[config.mk]
export PLATFORM = sky130hd
export DESIGN_NAME = pacman_move_ctrl
export DESIGN_NICKNAME = d
export VERILOG_FILES = /design/src/rtl/pacman_pkg.sv /design/src/rtl/pacman_move_ctrl_dir_sync.sv /design/src/rtl/pacman_move_ctrl.sv
export SDC_FILE = /design/constraint.sdc
export NUM_CORES = 1
export LEC_CHECK = 0
export ABC_CLOCK_PERIOD_IN_PS = 1780
export CORE_ASPECT_RATIO = 0.75
export CORE_MARGIN = 2
export CORE_UTILIZATION = 52
export CTS_BUF_LIST = sky130_fd_sc_hd__clkbuf_8
export DETAILED_ROUTE_END_ITERATION = 12
export GPL_TIMING_DRIVEN = 0
export PLACE_DENSITY = 0.83
export SLEW_MARGIN = 20
export SYNTH_ARGS = -nofsm -noshare
export SYNTH_HDL_FRONTEND = slang
export SYNTH_SLANG_ARGS = --single-unit
export TNS_END_PERCENT = 5
[constraint.sdc]
create_clock -name clk -period 1.78 [get_ports clk]
set_input_delay 0.356 -clock clk [delete_from_list [all_inputs] [get_ports clk]]
set_output_delay 0.356 -clock clk [all_outputs]
set_load 0.03 [all_outputs]
[src/rtl/pacman_pkg.sv]
// Shared types for the Pac-Man movement block: direction encoding, FSM states, neighbour arithmetic.
// Latency: n/a (types and a pure combinational helper).
// Backpressure: n/a.
package pacman_pkg;

  typedef logic [3:0] dir_t;

  localparam dir_t DIR_N = 4'b0001;
  localparam dir_t DIR_E = 4'b0010;
  localparam dir_t DIR_W = 4'b0100;
  localparam dir_t DIR_S = 4'b1000;

  typedef enum logic [2:0] {
    IDLE,
    CHK_NEW,
    WAIT_NEW,
    CHK_CUR,
    WAIT_CUR,
    STEP
  } state_t;

  // Coordinates are carried 8 bits wide; callers truncate to the grid width.
  typedef struct packed {
    logic [7:0] x;
    logic [7:0] y;
  } cell_t;

  // Neighbour of (x, y) in direction dir. Grid sizes are powers of two, so
  // masking gives the wrap-around tunnel. A zero or unknown direction
  // returns the cell itself.
  function automatic cell_t next_cell(input logic [7:0] x, input logic [7:0] y,
                                      input dir_t dir, input int grid_w, input int grid_h);
    logic [7:0] mx;
    logic [7:0] my;
    cell_t      c;
    mx  = 8'(grid_w - 1);
    my  = 8'(grid_h - 1);
    c.x = x;
    c.y = y;
    case (dir)
      DIR_N:   c.y = (y - 8'd1) & my;
      DIR_S:   c.y = (y + 8'd1) & my;
      DIR_E:   c.x = (x + 8'd1) & mx;
      DIR_W:   c.x = (x - 8'd1) & mx;
      default: ;
    endcase
    return c;
  endfunction

endpackage

[src/rtl/pacman_move_ctrl_dir_sync.sv]
// Brings the keypad direction register into clk, filters it and holds the last valid request.
// Latency: 4 clk from a dir_req change to pending (2 sync flops, 1 stability flop, 1 capture).
// Backpressure: none; pending always reflects the newest stable one-hot request.
// Ports: clk, reset (async, active-high), dir_req (raw keypad register), pending (filtered direction).
module dir_sync
  import pacman_pkg::*;
(
  input  logic clk,
  input  logic reset,
  input  dir_t dir_req,
  output dir_t pending
);

  dir_t sync1;
  dir_t sync2;
  dir_t sync2_q;
  logic stable;
  logic one_hot;

  // Same synchronised value on two consecutive clks filters out a
  // mid-transition sample of the multi-bit register.
  assign stable  = (sync2 == sync2_q);
  assign one_hot = (sync2 != 4'b0000) && ((sync2 & (sync2 - 4'd1)) == 4'b0000);

  always_ff @(posedge clk or posedge reset) begin
    if (reset) begin
      sync1   <= 4'b0000;
      sync2   <= 4'b0000;
      sync2_q <= 4'b0000;
      pending <= 4'b0000;
    end else begin
      sync1   <= dir_req;
      sync2   <= sync1;
      sync2_q <= sync2;
      if (stable && one_hot) begin
        pending <= sync2;
      end
    end
  end

endmodule

[src/rtl/pacman_move_ctrl.sv]
// Steps Pac-Man one cell per game tick, preferring the newest keypad direction over the current heading.
// Latency: tick to move_done is 3 clk plus the ack wait of each wall check (5 clk with ack one cycle after req).
// Backpressure: wall lookup over req/ack with timeout; ticks arriving while a step is in flight are dropped (overrun).
// Ports: clk, reset; dir_req, tick in; wall_req/wall_x/wall_y out, wall_ack/wall_hit in;
//        pos_x, pos_y, cur_dir, move_done, overrun, timeout_err out.
module pacman_move_ctrl
  import pacman_pkg::*;
#(
  parameter int GRID_W      = 8,
  parameter int GRID_H      = 8,
  parameter int START_X     = 3,
  parameter int START_Y     = 4,
  parameter int ACK_TIMEOUT = 15
) (
  input  logic                      clk,
  input  logic                      reset,
  input  logic [3:0]                dir_req,
  input  logic                      tick,
  output logic                      wall_req,
  output logic [$clog2(GRID_W)-1:0] wall_x,
  output logic [$clog2(GRID_H)-1:0] wall_y,
  input  logic                      wall_ack,
  input  logic                      wall_hit,
  output logic [$clog2(GRID_W)-1:0] pos_x,
  output logic [$clog2(GRID_H)-1:0] pos_y,
  output logic [3:0]                cur_dir,
  output logic                      move_done,
  output logic                      overrun,
  output logic                      timeout_err
);

  localparam int XW = $clog2(GRID_W);
  localparam int YW = $clog2(GRID_H);
  localparam int TW = $clog2(ACK_TIMEOUT + 1);
  localparam logic [TW-1:0] TMO_MAX = TW'(ACK_TIMEOUT);

  state_t        state;
  dir_t          pending;
  dir_t          chk_dir;
  logic [TW-1:0] tmo_cnt;
  cell_t         new_cell;
  cell_t         cur_cell;
  logic          resolved;

  dir_sync u_dir_sync (
    .clk     (clk),
    .reset   (reset),
    .dir_req (dir_req),
    .pending (pending)
  );

  // chk_dir is frozen at the tick so a key change mid-check cannot make the
  // heading differ from the cell that was actually tested.
  assign new_cell = next_cell(8'(pos_x), 8'(pos_y), chk_dir, GRID_W, GRID_H);
  assign cur_cell = next_cell(8'(pos_x), 8'(pos_y), cur_dir, GRID_W, GRID_H);

  // A timeout resolves the check exactly like a wall hit.
  assign resolved = wall_ack || (tmo_cnt == TMO_MAX);

  always_ff @(posedge clk or posedge reset) begin
    if (reset) begin
      state       <= IDLE;
      pos_x       <= XW'(START_X);
      pos_y       <= YW'(START_Y);
      cur_dir     <= 4'b0000;
      chk_dir     <= 4'b0000;
      wall_req    <= 1'b0;
      wall_x      <= '0;
      wall_y      <= '0;
      move_done   <= 1'b0;
      overrun     <= 1'b0;
      timeout_err <= 1'b0;
      tmo_cnt     <= '0;
    end else begin
      move_done <= 1'b0;
      if (tick && state != IDLE) begin
        overrun <= 1'b1;
      end
      case (state)
        IDLE: begin
          // The move_done cycle belongs to the previous step; its tick is dropped.
          if (tick && !move_done) begin
            if (pending != 4'b0000 && pending != cur_dir) begin
              chk_dir <= pending;
              state   <= CHK_NEW;
            end else if (cur_dir != 4'b0000) begin
              state <= CHK_CUR;
            end else begin
              move_done <= 1'b1;
            end
          end
        end
        CHK_NEW: begin
          wall_x   <= new_cell.x[XW-1:0];
          wall_y   <= new_cell.y[YW-1:0];
          wall_req <= 1'b1;
          tmo_cnt  <= '0;
          state    <= WAIT_NEW;
        end
        CHK_CUR: begin
          wall_x   <= cur_cell.x[XW-1:0];
          wall_y   <= cur_cell.y[YW-1:0];
          wall_req <= 1'b1;
          tmo_cnt  <= '0;
          state    <= WAIT_CUR;
        end
        WAIT_NEW: begin
          if (resolved) begin
            wall_req <= 1'b0;
            if (!wall_ack) begin
              timeout_err <= 1'b1;
            end
            if (wall_ack && !wall_hit) begin
              cur_dir <= chk_dir;
              state   <= STEP;
            end else if (cur_dir != 4'b0000) begin
              state <= CHK_CUR;
            end else begin
              move_done <= 1'b1;
              state     <= IDLE;
            end
          end else begin
            tmo_cnt <= tmo_cnt + TW'(1);
          end
        end
        WAIT_CUR: begin
          if (resolved) begin
            wall_req <= 1'b0;
            if (!wall_ack) begin
              timeout_err <= 1'b1;
            end
            if (wall_ack && !wall_hit) begin
              state <= STEP;
            end else begin
              cur_dir   <= 4'b0000;
              move_done <= 1'b1;
              state     <= IDLE;
            end
          end else begin
            tmo_cnt <= tmo_cnt + TW'(1);
          end
        end
        STEP: begin
          pos_x     <= cur_cell.x[XW-1:0];
          pos_y     <= cur_cell.y[YW-1:0];
          move_done <= 1'b1;
          state     <= IDLE;
        end
        default: state <= IDLE;
      endcase
    end
  end

endmodule

==> impl_metrics.json <==
{
  "setup_viol": 4,
  "ys_types": 45,
  "crit_path_cell_trace": "buf_6 -> or4_4 -> a21oi_2 -> a21oi_1 -> a311o_1 -> a22o_1",
  "p_leak_nw": 1.21,
  "ys_top_cells_by_count": "44 x dfrtp_1, 31 x nand2_1, 27 x nor2_1",
  "drt-met1-wl_mm": 2.52,
  "place.gp.congestion": 0.877,
  "drt-initial-drc-count": 145,
  "yosys.area.top_type_share_pct": 45.3,
  "clkSinkCount": 47,
  "max_freq_mhz": 540,
  "syn_nets": 257,
  "synth_area_um2": 2430,
  "layout_setup_ws_ns": -0.0728,
  "path_buf_inv": 1,
  "overflow": 0,
  "clock_latency_ns": 0.31,
  "area_growth_pct": 23.4,
  "viasPerCell": 5.74,
  "synth_enable_flop_cells": 0,
  "hold_start": "u_dir_sync.sync1[3]$_DFF_PP0_",
  "multi_input_area_um2": 1280,
  "root_buffer": "clkbuf_8",
  "io_pins": 29,
  "drtAntennaViolNets": 0,
  "wl_met3_um": 298,
  "cp-end-kind": "flip-flop",
  "synth.most_common_cell": "dfrtp_1",
  "grt_pass1_vias": 1839,
  "path_clk_slew_ns": 0.10,
  "worstReg2RegEnd": "state[1]$_DFFE_PP0P_",
  "rows": 21,
  "grt_pass1_wl_mm": 8.89,
  "rsz0062_at_grt": "true",
  "wl_met2_mm": 2.22,
  "hold_end": "u_dir_sync.sync2[3]$_DFF_PP0_",
  "hold_viol": 0,
  "worstHoldPathCells": 0,
  "cpPeakStageDelay_ns": 0.55,
  "num-nets-final": 293,
  "cts_buffers": 5,
  "fin_crit_sh_pct": 104,
  "fp.dieH_um": 63.2,
  "dr.pass1.iters": 4,
  "synthCells": 243,
  "syn_area_per_cell_um2": 10.0,
  "worstSetupStartpointType": "flip-flop",
  "cts_tree": "built",
  "port_buffers": 28,
  "dp_hpwl_mm": 3.55,
  "placed_cell_area_um2": 2830,
  "cts_buffer_depth": 2,
  "p_total_w": 0.00536,
  "worst_path_dominant_cell_family": "compound AO/OA/AOI/OAI gates",
  "seq_area_um2": 1190,
  "grt_max_degree": 25,
  "powerDensity_nw_per_um2": 1790,
  "wl_mm": 5.10,
  "cp_num_cells": 6,
  "r2r_setup_slack_ns": -0.07,
  "antenna_cells": 0,
  "final_max_slew_viol_count": 0,
  "cp.required_ns": 1.98,
  "reg2reg_depth": 6,
  "final_cell_area_um2": 3000,
  "cts_max_level": 2,
  "crit_slowest_cell": "or4_4",
  "slew_headroom_pct": 55.9,
  "drive_above_1_share_pct": 20.0,
  "antenna_found_initial": 0,
  "top_layer": "met4",
  "vias": 1933,
  "finalClockSkew_ns": 0.0114,
  "synth_area_leaders": "dfrtp_1 45%, nand2_1 4.8%, mux2_2 4.6%, xnor2_1 4.3%, nor2_1 4.2%",
  "wl_per_cell_um": 15.1,
  "path_class": "flip-flop to flip-flop",
  "outcome": "complete, but fails checks",
  "cap_violations": 0,
  "tightest_slew_ns": 0.652,
  "drc_errors": 0,
  "worstPathArrival_ns": 2.06,
  "violations": "negative setup slack",
  "yosysTopAreaCell": "dfrtp_1",
  "grtUsageTotal_pct": 21.3,
  "ys_warn_count": 0,
  "yosysSeqAreaShare_pct": 48.6,
  "synth_seq_cells": 47,
  "ir_drop_v": 0.00132,
  "synthArstFlopShare_pct": 100,
  "dieArea_um2": 5240,
  "start_util_pct": 54.4,
  "fillers": 347,
  "worstHoldPathType": "flip-flop to flip-flop",
  "ctsHoldBuffers": 0,
  "die_w_um": 82.9,
  "cp_max_fo": 8,
  "min_period_ns": 1.85,
  "synth_flop_cell": "dfrtp_1",
  "core-area_um2": 4470,
  "reg2reg_from": "cur_dir[1]$_DFFE_PP0P_"
}
## through the flow
step	setup TNS, ns	setup slack, ns	std cells	util [%]	hold slack (ns)
final	-0.260	-0.0728	337	67.1	0.354
after floorplan	-0.253	-0.0738	243	-	0.331
after CTS	-0.355	-0.0846	337	65.9	0.357
after detailed placement	-3.56	-0.308	329	63.3	0.336
after global routing	-0.974	-0.166	337	67.1	0.372
after global placement	-30.38	-0.737	328	62.7	0.333
## repair_timing
item | 4_1_cts | 5_1_grt
pin swaps | 1 | 4
endpoints found under the setup margin | 28 | 21
gates resized for setup | 15 | 13
buffers inserted | 0 | 0
## per-layer routing
| metal | global-route usage (%) | vias to the layer above |
|---|---|---|
| met5 | 0 | - |
| met4 | 7.38 | 0 |
| met3 | 6.42 | 5 |
| met2 | 30.3 | 50 |
| met1 | 31.1 | 936 |
| li1 | - | 942 |
## cell families after synthesis
kind of cell,synth area share [%]
compound gates,16.0
xor+xnor,5.41
fa+ha+maj,2.57
buf+inv,3.14
flops,48.6
mux,5.46
simple gates,18.8
## layout by cell type, fill, tap and decap left out, types with 2 or more instances in the layout
master           instances
a211oi_1                 2
a211oi_2                 4
a21oi_1                  7
a21oi_2                  3
a221oi_2                 2
a31oi_1                  2
a32o_1                   2
a32oi_1                  2
buf_6                    2
clkbuf_1                 3
clkbuf_8                 5
clkdlybuf4s50_1         20
clkinv_4                 2
dfrtp_1                 39
dfrtp_2                  5
dfstp_2                  3
dlygate4sd2_1            8
ha_1                     4
inv_1                    8
mux2_2                  10
mux2i_1                  2
nand2_1                 31
nand2b_1                 4
nand3_1                  2
nor2_1                  26
nor2b_1                  7
nor3_1                   2
nor3b_1                  2
nor4b_1                  2
nor4b_2                  3
o211ai_1                 6
o21a_1                   2
o21ai_0                 14
or4b_1                   2
or4b_4                   2
xnor2_1                 12
xor2_1                   3
## sequential cells by signal (all words and copies together) (netlist names), 4 cells and up
register            cells
chk_dir                 4
u_dir_sync.sync2        4
u_dir_sync.pending      4
tmo_cnt                 4
cur_dir                 4
u_dir_sync.sync2_q      4
u_dir_sync.sync1        4
## where the power goes
| part | internal, W | switching [W] |
|---|---|---|
| combinational | 0.00127 | 0.00162 |
| clock | 0.000277 | 0.000375 |
| sequential | 0.00142 | 0.000408 |
| total | 0.00296 | 0.00240 |
## worst max path at each step
stage	startpoint	endpoint	slack (ns)
after global routing	cur_dir[2]$_DFFE_PP0P_	wall_x[1]$_DFFE_PP0P_	-0.17
after global placement	reset	cur_dir[1]$_DFFE_PP0P_	-0.74
after floorplan	cur_dir[1]$_DFFE_PP0P_	state[1]$_DFFE_PP0P_	-0.07
after detailed placement	wall_ack	state[1]$_DFFE_PP0P_	-0.31
final	cur_dir[1]$_DFFE_PP0P_	state[1]$_DFFE_PP0P_	-0.07
after CTS	cur_dir[2]$_DFFE_PP0P_	wall_x[1]$_DFFE_PP0P_	-0.08
## layout make-up
class | count | area share, %
buffer | 7 | 1.54
clock buffer | 5 | 2.29
clock inverter | 3 | 0.709
inverter | 8 | 1.00
multi-input combinational | 181 | 42.6
sequential | 47 | 39.5
tap | 57 | 2.38
timing repair buffer | 29 | 9.93
Note: power is estimated with default switching activity, not from simulation.
